$ cat config.mk
export PLATFORM = sky130hd
export DESIGN_NAME = debug_frame_tx
export DESIGN_NICKNAME = d
export VERILOG_FILES = /design/src/rtl/debug_frame_tx.sv
export SDC_FILE = /design/constraint.sdc
export NUM_CORES = 1
export LEC_CHECK = 0
export CORE_MARGIN = 5
export CORE_UTILIZATION = 53
export DETAILED_ROUTE_END_ITERATION = 7
export GPL_ROUTABILITY_DRIVEN = 0
export GPL_TIMING_DRIVEN = 0
export PLACE_DENSITY = 0.88
export SKIP_LAST_GASP = 1
export SYNTH_ARGS = -nofsm -noshare
export SYNTH_HDL_FRONTEND = slang
export SYNTH_SLANG_ARGS = --single-unit
$ cat constraint.sdc
create_clock -name clk -period 5.25 [get_ports clk]
set_input_delay 0.525 -clock clk [delete_from_list [all_inputs] [get_ports clk]]
set_output_delay 0.525 -clock clk [all_outputs]
set_load 0.005 [all_outputs]
$ cat src/rtl/debug_frame_tx.sv
// Debug-frame serializer: snapshots a wide debug vector on trigger and streams
// header, data bytes (word0 first, MSB byte first) and an 8-bit additive checksum to uart_tx.
module debug_frame_tx #(
  parameter int unsigned NUM_WORDS = 4,
  parameter logic [7:0]  HDR_BYTE  = 8'hA5
) (
  input  logic                      clk,
  input  logic                      reset,
  input  logic                      trigger,
  input  logic [32*NUM_WORDS-1:0]   snap_data,
  input  logic                      tx_done_tick,
  output logic                      tx_start,
  output logic [7:0]                tx_data,
  output logic                      busy,
  output logic                      frame_done_tick
);

  localparam int unsigned NUM_BYTES = 4 * NUM_WORDS;
  localparam int unsigned IDX_W     = $clog2(NUM_BYTES) + 1;
  localparam logic [IDX_W-1:0] DATA_END = IDX_W'(NUM_BYTES);
  localparam logic [IDX_W-1:0] LAST_IDX = IDX_W'(NUM_BYTES + 1);

  typedef enum logic [1:0] {
    IDLE = 2'd0,
    SEND = 2'd1,
    WAIT = 2'd2,
    DONE = 2'd3
  } state_t;

  state_t                   state;
  logic [IDX_W-1:0]         idx;
  logic [7:0]               csum;
  logic [32*NUM_WORDS-1:0]  snap_q;
  logic [7:0]               cur_byte;

  // Byte idx maps to word idx/4, byte lane 3-(idx%4) so each word goes out MSB first.
  always_comb begin
    cur_byte = '0;
    for (int unsigned i = 0; i < NUM_BYTES; i++) begin
      if (idx == IDX_W'(i)) begin
        cur_byte = snap_q[32*(i/4) + 8*(3-(i%4)) +: 8];
      end
    end
  end

  always_ff @(posedge clk or posedge reset) begin
    if (reset) begin
      state           <= IDLE;
      idx             <= '0;
      csum            <= '0;
      snap_q          <= '0;
      tx_start        <= 1'b0;
      tx_data         <= '0;
      busy            <= 1'b0;
      frame_done_tick <= 1'b0;
    end else begin
      tx_start        <= 1'b0;
      frame_done_tick <= 1'b0;
      case (state)
        IDLE: begin
          if (trigger) begin
            snap_q   <= snap_data;
            csum     <= '0;
            idx      <= '0;
            busy     <= 1'b1;
            tx_data  <= HDR_BYTE;
            tx_start <= 1'b1;
            state    <= WAIT;
          end
        end
        WAIT: begin
          if (tx_done_tick) begin
            // frame_done_tick/busy are registered here so they are visible during DONE.
            if (idx == LAST_IDX) begin
              state           <= DONE;
              busy            <= 1'b0;
              frame_done_tick <= 1'b1;
            end else begin
              state <= SEND;
            end
          end
        end
        SEND: begin
          if (idx < DATA_END) begin
            tx_data <= cur_byte;
            csum    <= csum + cur_byte;
          end else begin
            tx_data <= csum;
          end
          idx      <= idx + IDX_W'(1);
          tx_start <= 1'b1;
          state    <= WAIT;
        end
        DONE: begin
          state <= IDLE;
        end
        default: begin
          state <= IDLE;
        end
      endcase
    end
  end

endmodule

== Word level (Yosys, flattened, before mapping) ==
Cells that the tools add are included.

* Mux-type cells: 37
* Equality and inequality tests: 23
* Reductions and logical operators: 9
* $add $sub $neg: 2
* $lt $le $gt $ge: 1

{| class="wikitable"
|+ Operators by type and width
! operator !! number
|-
| 8-bit 2-to-1 mux || 20
|-
| 5-bit by 4-bit == test with 1-bit output, second input constant || 8
|-
| 8-bit one-hot mux with 2 select lines || 2
|-
| 5-bit by 3-bit == test with 1-bit output, second input constant || 4
|-
| 5-bit by 2-bit == test with 1-bit output, second input constant || 2
|-
| 5-bit one-hot mux with 2 select lines || 1
|-
| 8-bit adder || 1
|-
| 2-bit inequality test, second input constant || 4
|-
| 2-bit one-hot mux with 4 select lines || 1
|-
| 1-bit 2-to-1 mux || 7
|-
| 2-bit 2-to-1 mux || 3
|-
| 2-bit AND reduction || 3
|-
| 5-bit by 1-bit adder with 5-bit output, second input constant || 1
|-
| 5-bit by 1-bit == test with 1-bit output, second input constant || 1
|-
| 5-bit == test, second input constant || 1
|-
| 5-bit zero test || 1
|-
| 5-bit less-than comparator, second input constant || 1
|-
| 5-bit 2-to-1 mux || 1
|-
| 2-bit == test, second input constant || 2
|-
| 1-bit one-hot mux with 2 select lines || 2
|-
| 4-bit AND reduction || 1
|-
| 2-bit nonzero test || 2
|-
| 3-bit AND reduction || 1
|-
| 2-bit by 1-bit == test with 1-bit output, second input constant || 1
|-
| 2-bit zero test || 1
|}

* Output and inout port bits: 11
* Word-level logic and storage cells: 80
* Bits of input ports: 132
* Register bits after elaboration: 154

== Depth between registers and ports, before layout ==
Gate-level depths: netlist of the first run.

* Depth after elaboration: 20
* Depth in mapped cells: 20
* Depth with buffers taken out: 17

== Worst setup path before layout of the first run ==
No wires, ideal clock.

* Path type: flip-flop to flip-flop
* From: register idx[0]
* To: register csum[7]
* Setup slack: 1.275 ns
* Arrival time: 3.843 ns
* Setup time: 0.133 ns
* Path buffers: 4
* Period minus slack after synthesis: 3.975 ns
* Cell stages (with the launch flop): 18
* Path through: dfrtp_1 -> ha_1 -> buf_2 -> buf_1 -> clkbuf_1 -> and3_1 -> ha_1 -> clkbuf_1 -> a221oi_1 -> a221oi_1 -> o21ai_1 -> ha_1 -> nor2b_1 -> a311o_1 -> o31a_1 -> nor3b_1 -> mux2i_1 -> o211ai_1

* Cells in the longest elaborated chain, start to end: 20

{| class="wikitable"
|+ Ends and longest elaborated chain
! what !! line !! RTL
|-
| start, declared || 31 || <nowiki>logic [IDX_W-1:0] idx;</nowiki>
|-
| start signal, assigned || 90 || <nowiki>idx <= idx + IDX_W'(1);</nowiki>
|-
| 5-bit zero test || 40 || <nowiki>if (idx == IDX_W'(i)) begin</nowiki>
|-
| 8-bit 2-to-1 mux (16 in a row) || 40 ||
|-
| 8-bit adder || 86 || <nowiki>csum <= csum + cur_byte;</nowiki>
|-
| 8-bit 2-to-1 mux || 84 || <nowiki>if (idx < DATA_END) begin</nowiki>
|-
| 8-bit one-hot mux with 2 select lines || 59 || <nowiki>case (state)</nowiki>
|-
| end signal, assigned || 86 ||
|-
| end, declared || 32 || <nowiki>logic [7:0] csum;</nowiki>
|}

Parallel ways exist; a longest one is shown, timed or not. The select of a mux whose other input is x is not followed.
A chain may end at the register's enable or synchronous reset.

== Worst setup path after layout of the first run ==
Ends and elaborated chain as after synthesis.

==> results of run 1 <==
-- synth_stat cells, types with 5 or more instances --
cell	number	area, µm²
sky130_fd_sc_hd__dfrtp_1	154	3854
sky130_fd_sc_hd__nand2_1	409	1535
sky130_fd_sc_hd__a221oi_1	15	131.4
sky130_fd_sc_hd__a21oi_1	49	245.2
sky130_fd_sc_hd__o221ai_1	5	43.79
sky130_fd_sc_hd__nand3_1	6	30.03
sky130_fd_sc_hd__o22ai_1	9	56.30
sky130_fd_sc_hd__o21a_1	9	67.56
sky130_fd_sc_hd__nor2b_1	10	62.56
sky130_fd_sc_hd__o21ai_0	37	185.2
sky130_fd_sc_hd__nor2_1	33	123.9
sky130_fd_sc_hd__ha_1	12	150.1
sky130_fd_sc_hd__nor3_1	9	45.04
sky130_fd_sc_hd__a22oi_1	5	37.54
sky130_fd_sc_hd__buf_1	5	18.77
sky130_fd_sc_hd__clkbuf_1	45	168.9
sky130_fd_sc_hd__buf_2	7	35.03
sky130_fd_sc_hd__o21ai_1	10	50.05
sky130_fd_sc_hd__inv_1	24	90.09
-- worst max-delay path: stages (launching register included) --
cell,delay [ps]
sky130_fd_sc_hd__dfrtp_1,460
sky130_fd_sc_hd__ha_1,200
sky130_fd_sc_hd__buf_2,230
sky130_fd_sc_hd__buf_1,540
sky130_fd_sc_hd__clkbuf_2,390
sky130_fd_sc_hd__and3_1,210
sky130_fd_sc_hd__ha_1,250
sky130_fd_sc_hd__clkbuf_1,420
sky130_fd_sc_hd__a221oi_1,130
sky130_fd_sc_hd__a221oi_1,270
sky130_fd_sc_hd__o21ai_1,180
sky130_fd_sc_hd__ha_1,340
sky130_fd_sc_hd__nor2b_1,150
sky130_fd_sc_hd__a311o_1,390
sky130_fd_sc_hd__o31a_1,290
sky130_fd_sc_hd__nor3b_1,150
sky130_fd_sc_hd__mux2i_1,150
sky130_fd_sc_hd__o211ai_1,100
-- path summary, 6_finish.rpt --
kind                              from          end  slack, ps  depth (start not counted)
max in group asynchronous        reset    snap_q[4]       3870                          3
hold / removal             snap_q[122]  snap_q[122]        480                          2
min in group asynchronous        reset   snap_q[28]        540                          2
hold reg to reg            snap_q[122]  snap_q[122]        480                          2
setup reg to reg                idx[0]      csum[7]        280                         17
setup / recovery                idx[0]      csum[7]        280                         17
-- routing by layer --
metal / part of all wire / up-vias
met4: 0.038 / 0
met3: 0.12 / 83
met5: 0 / -
li1: - / 3479
met2: 0.45 / 576
met1: 0.39 / 3560
-- flip-flops by register name, summed over array words and instances (netlist names) --
| register | count |
|---|---|
| busy | 1 |
| csum | 8 |
| frame_done_tick | 1 |
| idx | 5 |
| snap_q | 128 |
| state | 2 |
| tx_data | 8 |
| tx_start | 1 |
-- power groups by stage --
stage                     registers (mW)  clock network [mW]  logic, mW
final                               2.10                1.27       2.08
after detailed placement            2.08                   0       2.00
after CTS                           2.08                1.28       2.02
after global placement              2.07                   0       1.91
after global routing                2.14                1.34       2.28
after floorplan                     1.94                   0       1.37
-- cells by family after synthesis --
family / Yosys count / share of synthesized area
simple gates: 499 / 0.2642
compound gates: 187 / 0.1605
flops: 154 / 0.4999
buf+inv: 86 / 0.04496
fa+ha+maj: 13 / 0.02207
xor+xnor: 5 / 0.005682
mux: 2 / 0.002597
-- metrics by stage --
step | hold WS, ps | TNS [ps]
after floorplan | 436.9 | 0
after global placement | 452.1 | -194810
after detailed placement | 464.0 | 0
after CTS | 479.1 | 0
after global routing | 500.4 | 0
final | 477.4 | 0
-- cell type report --
| type | instances | area [µm²] | share of cell area |
|---|---|---|---|
| flip-flops and latches | 154 | 3854 | 0.3853 |
| multi-input cells | 706 | 3508 | 0.3508 |
| repair buffers | 143 | 1449 | 0.1449 |
| clock buffers | 18 | 429.2 | 0.04291 |
| plain buffers | 59 | 246.5 | 0.02464 |
| well taps | 184 | 230.2 | 0.02302 |
| clock inverters | 14 | 178.9 | 0.01789 |
| inverters | 27 | 106.4 | 0.01063 |
-- cell usage in the layout, fill, tap and decap left out, types with 3 or more instances in the layout --
cell / n
sky130_fd_sc_hd__a21o_1: 3
sky130_fd_sc_hd__nand3_1: 6
sky130_fd_sc_hd__o21ai_1: 10
sky130_fd_sc_hd__xnor2_1: 3
sky130_fd_sc_hd__a31oi_1: 3
sky130_fd_sc_hd__ha_1: 12
sky130_fd_sc_hd__a221oi_1: 15
sky130_fd_sc_hd__a32oi_1: 4
sky130_fd_sc_hd__o21ai_0: 37
sky130_fd_sc_hd__buf_2: 7
sky130_fd_sc_hd__dfrtp_1: 154
sky130_fd_sc_hd__a22oi_1: 5
sky130_fd_sc_hd__o21a_1: 9
sky130_fd_sc_hd__or3_1: 4
sky130_fd_sc_hd__clkbuf_1: 45
sky130_fd_sc_hd__a21oi_1: 49
sky130_fd_sc_hd__o211ai_1: 4
sky130_fd_sc_hd__a22o_1: 3
sky130_fd_sc_hd__a211oi_1: 4
sky130_fd_sc_hd__clkbuf_16: 17
sky130_fd_sc_hd__nor2b_1: 10
sky130_fd_sc_hd__a32o_1: 4
sky130_fd_sc_hd__bufinv_16: 4
sky130_fd_sc_hd__nor2_1: 33
sky130_fd_sc_hd__nand2_1: 409
sky130_fd_sc_hd__clkdlybuf4s50_1: 142
sky130_fd_sc_hd__o22ai_1: 9
sky130_fd_sc_hd__o221ai_1: 5
sky130_fd_sc_hd__buf_1: 5
sky130_fd_sc_hd__nand2b_1: 4
sky130_fd_sc_hd__nor3b_1: 3
sky130_fd_sc_hd__nor3_1: 9
sky130_fd_sc_hd__clkinv_2: 7
sky130_fd_sc_hd__and3_1: 3
sky130_fd_sc_hd__inv_1: 23
sky130_fd_sc_hd__o32a_1: 4
==> results, run 1 <==
- In the global route stage, met2 resource usage came out at 0.4413.
- Summed over all layers, the global routing overflow is 0.
- After legalization and detailed placement, the total HPWL measured 17.37 mm.
- Entering global routing, the biggest net connects 93 pins.
- The first global-routing pass estimated 37.91 mm of wire.
- The fraction of power spent switching nets is 0.3992.
- Measured against its own limit, the worst slew margin works out to 0.4378.
- The number of failing setup endpoints in the final timing report is 0.
- In the final design database the tool counted 1253 nets.
- The required time reported for the critical path endpoint is 5560 ps.
- The total length of routed wires is 24.08 mm.
- The data arrival time at the worst-slack endpoint is 5280 ps.
- The register share of total power is 0.386.
- The number of synthesized register bits is 154.
- The hold violation count in the final report came to 0.
- In this run the worst path has a maximum fanout of 10.
- The number of ports placed on the die boundary is 143.
- The clock sink count is 154.
- The number of standard cells in the final layout excluding fillers is 1305.
- The number of global-route vias before repair is 7526.
- The initial core utilization is 0.5344.
- The internal power component is 3.274 mW.
- Summing internal, switching and leakage power gives 5.450 mW.
- Across the VDD grid, the largest voltage drop is 0.2995 mV.
- The share of total power dissipated in the clock network is 0.233.
- In this run the deepest clock path goes through 2 buffers.
- Across all layers, the routed design uses 7698 vias.
- The number of nets in the synthesized netlist is 1091.
- The net load switching power is 2.176 mW.
- Each instance of the synthesized netlist takes up on average 8.149 µm².
- The first TritonRoute pass finished after 7 iterations.
- For this run, the total global-route usage over all layers was measured as 0.2902.
- The quantity of gates resized following cts is 0.
- The horizontal extent of the die is 130.6 µm.
- Setup repair after global routing left no endpoint under its margin.
- TritonCTS built the clock tree.
- After clock tree synthesis, the clock-pin slew on the worst setup and hold paths is 60 ps.
- In this run the power density over the cells is 544.9 nW/µm².
- For this run, asynchronously set or reset flops after synthesis account for 1.000.
- The critical setup path kind is register to register.
- The tree is rooted in a sky130_fd_sc_hd__clkbuf_16.
- In this run the post-CTS setup repair buffer count came out at 0.
- The number of clock buffers inserted by TritonCTS is 17.
- Of the total power, combinational logic draws 0.381.
- The fraction of layout cells with a size suffix above 1 is 0.04550.
- The cell area that synthesis handed to floorplanning was 7709 µm².
- The cell area after placement is 9393 µm².
- The die is 130.6 µm tall.
- The post-layout utilization of the core is 0.6934.
- The most used flip-flop cell after synthesis is sky130_fd_sc_hd__dfrtp_1.
- OpenSTA, run right after detailed placement, puts the worst setup slack at 296.0 ps.
- The layout has 1096 filler cells.
- In this run, post-CTS hold repair placed 0 buffers.
- For met1 alone, demand over resource in global routing was 0.3956.
- Timing would allow up to 201.0 MHz.
- The layer with the highest usage after global routing is met2.
- The finished cells cover 10000 µm².
- Between clock sinks in the finished design, the worst skew comes to 7.646 ps.
- Compared with the post-synthesis result, the final layout area differs by 29.75%.
- The number of pins with negative max-slew slack in the final report came to 0.
- The first routing iteration left 1234 violations.
- At the pin with the least slew margin, the transition time is 843.3 ps.
- The fraction of the yosys area taken by sequential cells is 0.4999.
- The die covers 17060 µm².
- 0 antenna diodes ended up in the layout.
- Across all setup checks in the final design, the least slack found is 275.9 ps.
- The analysis attributes to cell leakage a power of 4.715 nW.
- After detailed placement, the design holds a cell count of 1273.
- STA classifies the critical path endpoint as a register.
- The count of standard-cell rows is 44.
- The average vias per placed instance is 5.899.
- After detailed routing, the number of remaining DRC violations is 0.
- In the global route stage, met3 resource usage came out at 0.07317.
- The share of the clock period used by the worst path is 0.9474.
- The clock insertion delay at the later pin of the skew report is 430 ps.
- The core area is 14420 µm².
- The flow ran to the end, and the final reports show no timing, DRC or antenna violations.
- The number of nets with antenna violations after detailed routing is 0.
- Port buffering added 142 buffers.
- The number of distinct library cells after synthesis is 66.
- The initial antenna violation count is 0.
- In this run, synthesis inferred 0 flip-flops with an integrated enable.
- The per-cell routed wire length is 18.45 µm.
- The number of H-tree levels is 4.
- The number of maximum-capacitance constraint violations is 0.
- Synthesis handed over a netlist of 946 instances.
- The startpoint kind of the worst setup timing path is a register.
- The routed design could run at a clock period as short as 4974 ps.
- The worst min-delay path category is register to register.
- The number of warnings issued by yosys is 0.
(Power assumes the default switching activity.)
==> run 2, diff against run 1 <==
CAP_MARGIN = 20   (was not set)
==> results, run 2 (synthesized netlist as in run 1, its figures left out) <==
- The run finished with clean final reports.
- The worst-case vdd ir drop is 0.2995 mV (unchanged).
- The reported leakage power is 4.715 nW (unchanged).
- The final setup skew is 7.646 ps (unchanged).
- The final global-route overflow total is 0 (unchanged).
- The total routing usage reported by global routing is 0.2902 (unchanged).
- The layer with the highest usage after global routing is met2.
- The share of the clock period used by the worst path is 0.9474 (unchanged).
- The number of pins with negative max-slew slack in the final report is 0 (unchanged).
- The register with the most flip-flops is snap_q.
- The horizontal extent of the die is 130.6 µm (unchanged).
- The power density over the cells came to 544.9 nW/µm² (unchanged).
- The number of flip-flops under the largest register name is 128 (unchanged).
- The clock sink count is 154 (unchanged).
- The largest buffer count on any clock path is 2 (unchanged).
- The number of clock buffers inserted by TritonCTS was 17 (unchanged).
- STA classifies the critical path endpoint as a register.
- The number of failing setup endpoints in the final timing report is 0 (unchanged).
- The post-layout instance area is 10000 µm² (unchanged).
- The clock insertion delay at the later pin of the skew report is 430 ps (about the same).
- The growth of design area from synthesis to finish is 29.75% (unchanged).
- The number of global-route vias before repair was 7526 (unchanged).
- The remaining design rule violation count was 0 (unchanged).
- The tightest min-delay check is of the register to register type.
- The half-perimeter wire length after detailed placement is 17.37 mm (unchanged).
- The number of ports placed on the die boundary is 143 (unchanged).
- The wire length of the first global-routing pass is 37.91 mm (unchanged).
- The cell area after placement came to 9393 µm² (unchanged).
- The required time reported for the critical path endpoint is 5560 ps (about the same).
- The count of input and output buffers came to 142 (unchanged).
- The number of H-tree levels is 4 (unchanged).
- The number of nets with antenna violations after detailed routing came to 0 (unchanged).
- The most common cell after layout, fill and taps aside is sky130_fd_sc_hd__nand2_1.
- The final net count is 1253 (unchanged).
- The tree is rooted in a sky130_fd_sc_hd__clkbuf_16.
- The fraction of layout cells with a size suffix above 1 is 0.04550 (unchanged).
- The total length of routed wires was 24.08 mm (unchanged).
- The antenna diode count is 0 (unchanged).
- The largest net degree at the start of global routing is 93 (unchanged).
- The number of maximum-capacitance constraint violations came to 0 (unchanged).
- The startpoint kind of the worst setup timing path is a register.
- The per-cell routed wire length is 18.45 µm (unchanged).
- In the final layout, the registers with the most flip-flops are snap_q x128, csum x8, tx_data x8.
- The hold violation count in the final report came to 0 (unchanged).
- The highest attainable clock frequency came to 201.0 MHz (unchanged).
- The number of iterations in the first detailed-routing pass is 7 (unchanged).
- The core area came to 14420 µm² (unchanged).
- In the layout the commonest cells are 409 x sky130_fd_sc_hd__nand2_1, 154 x sky130_fd_sc_hd__dfrtp_1, 142 x sky130_fd_sc_hd__clkdlybuf4s50_1, 49 x sky130_fd_sc_hd__a21oi_1, 45 x sky130_fd_sc_hd__clkbuf_1.
- The met2 usage in global routing is 0.4413 (unchanged).
- The routing usage on met3 is 0.07317 (unchanged).
- The post-CTS setup buffer count came to 0 (unchanged).
- The slew at the pin with the worst max-slew slack came to 843.3 ps (unchanged).
- The critical path is of the register to register type.
- The floorplan die height is 130.6 µm (unchanged).
- Setup repair after global routing left no endpoint under its margin.
- The shortest clock period the worst path allows after layout is 4974 ps (unchanged).
- The number of vias in the routed layout is 7698 (unchanged).
- The initial antenna violation count is 0 (unchanged).
- The count of standard-cell rows is 44 (unchanged).
- The met1 track demand over resource in global routing was 0.3956 (unchanged).
- The peak fanout along the critical path is 10 (unchanged).
- The number of standard cells in the final layout excluding fillers is 1305 (unchanged).
- The remaining max-slew budget at the tightest pin is 0.4378 (unchanged).
- The clock input transition at the sequential cells of the worst setup and hold paths is 60 ps (about the same).
- The TritonCTS clock tree is yes.
- The initial core utilization is 0.5344 (unchanged).
- The full die area was 17060 µm² (unchanged).
- The number of placed instances with taps included came to 1273 (unchanged).
- The violation count after the first detailed-routing iteration is 1234 (unchanged).
- The reg2reg setup slack is 280 ps (about the same).
- The final-layout fill cell count is 1096 (unchanged).
- The average vias per placed instance is 5.899 (unchanged).
- The data arrival time at the worst-slack endpoint is 5280 ps (about the same).
## run 2: cell counts in the layout (fill, tap and decap cells not counted)
Identical to the previous run, type by type.
## run 2: worst max-delay path, stage by stage, from the launching register on
cell and delay, ps:
sky130_fd_sc_hd__dfrtp_1 460, sky130_fd_sc_hd__ha_1 200, sky130_fd_sc_hd__buf_2 230, sky130_fd_sc_hd__buf_1 540, sky130_fd_sc_hd__clkbuf_2 390, sky130_fd_sc_hd__and3_1 210
sky130_fd_sc_hd__ha_1 250, sky130_fd_sc_hd__clkbuf_1 420, sky130_fd_sc_hd__a221oi_1 130, sky130_fd_sc_hd__a221oi_1 270, sky130_fd_sc_hd__o21ai_1 180, sky130_fd_sc_hd__ha_1 340
sky130_fd_sc_hd__nor2b_1 150, sky130_fd_sc_hd__a311o_1 390, sky130_fd_sc_hd__o31a_1 290, sky130_fd_sc_hd__nor3b_1 150, sky130_fd_sc_hd__mux2i_1 150, sky130_fd_sc_hd__o211ai_1 100
## run 2: path summary, 6_finish.rpt
| check | to | cells past startpoint | startpoint |
|---|---|---|---|
| max | csum[7] | 17 | idx[0] |
| min | snap_q[122] | 2 | snap_q[122] |
| max reg2reg | csum[7] | 17 | idx[0] |
| min reg2reg | snap_q[122] | 2 | snap_q[122] |
| max in group asynchronous | snap_q[4] | 3 | reset |
| min in group asynchronous | snap_q[28] | 2 | reset |
## run 2: repair_timing
action                     CTS  global route
resized for setup            0             2
setup endpoints to repair    0             2
hold buffers                 0             0
## run 2: power by group
group | switching (mW) | internal [mW] | leakage (nW)
registers | 0.393 | 1.71 | 1.91
logic | 1.30 | 0.774 | 2.50
clock network | 0.482 | 0.788 | 0.299
## run 2: metrics by stage
| stage | setup TNS (ps) | utilization | hold WS [ps] | worst slack, ps | power [mW] |
|---|---|---|---|---|---|
| floorplan | 0 | - | 436.9 | 575.2 | 3.307 |
| global placement | -194810 | 0.6489 | 452.1 | -1273 | 3.983 |
| detailed placement | 0 | 0.6512 | 464.0 | 296.0 | 4.079 |
| CTS | 0 | 0.6934 | 479.1 | 267.1 | 5.381 |
| global route | 0 | 0.6934 | 500.4 | 68.10 | 5.760 |
| finish | 0 | 0.6934 | 477.4 | 275.9 | 5.450 |
## run 2: per-layer routing
layer / vias up / part of all wire
li1: 3479 / -
met2: 576 / 0.45
met5: - / 0
met4: 0 / 0.038
met1: 3560 / 0.39
met3: 83 / 0.12
## run 2: layout make-up
type | instances | area [µm²] | share of cell area
Inverter | 27 | 106.4 | 0.01063
Clock buffer | 18 | 429.2 | 0.04291
Multi-Input combinational cell | 706 | 3508 | 0.3508
Timing Repair Buffer | 143 | 1449 | 0.1449
Tap cell | 184 | 230.2 | 0.02302
Sequential cell | 154 | 3854 | 0.3853
Buffer | 59 | 246.5 | 0.02464
Clock inverter | 14 | 178.9 | 0.01789
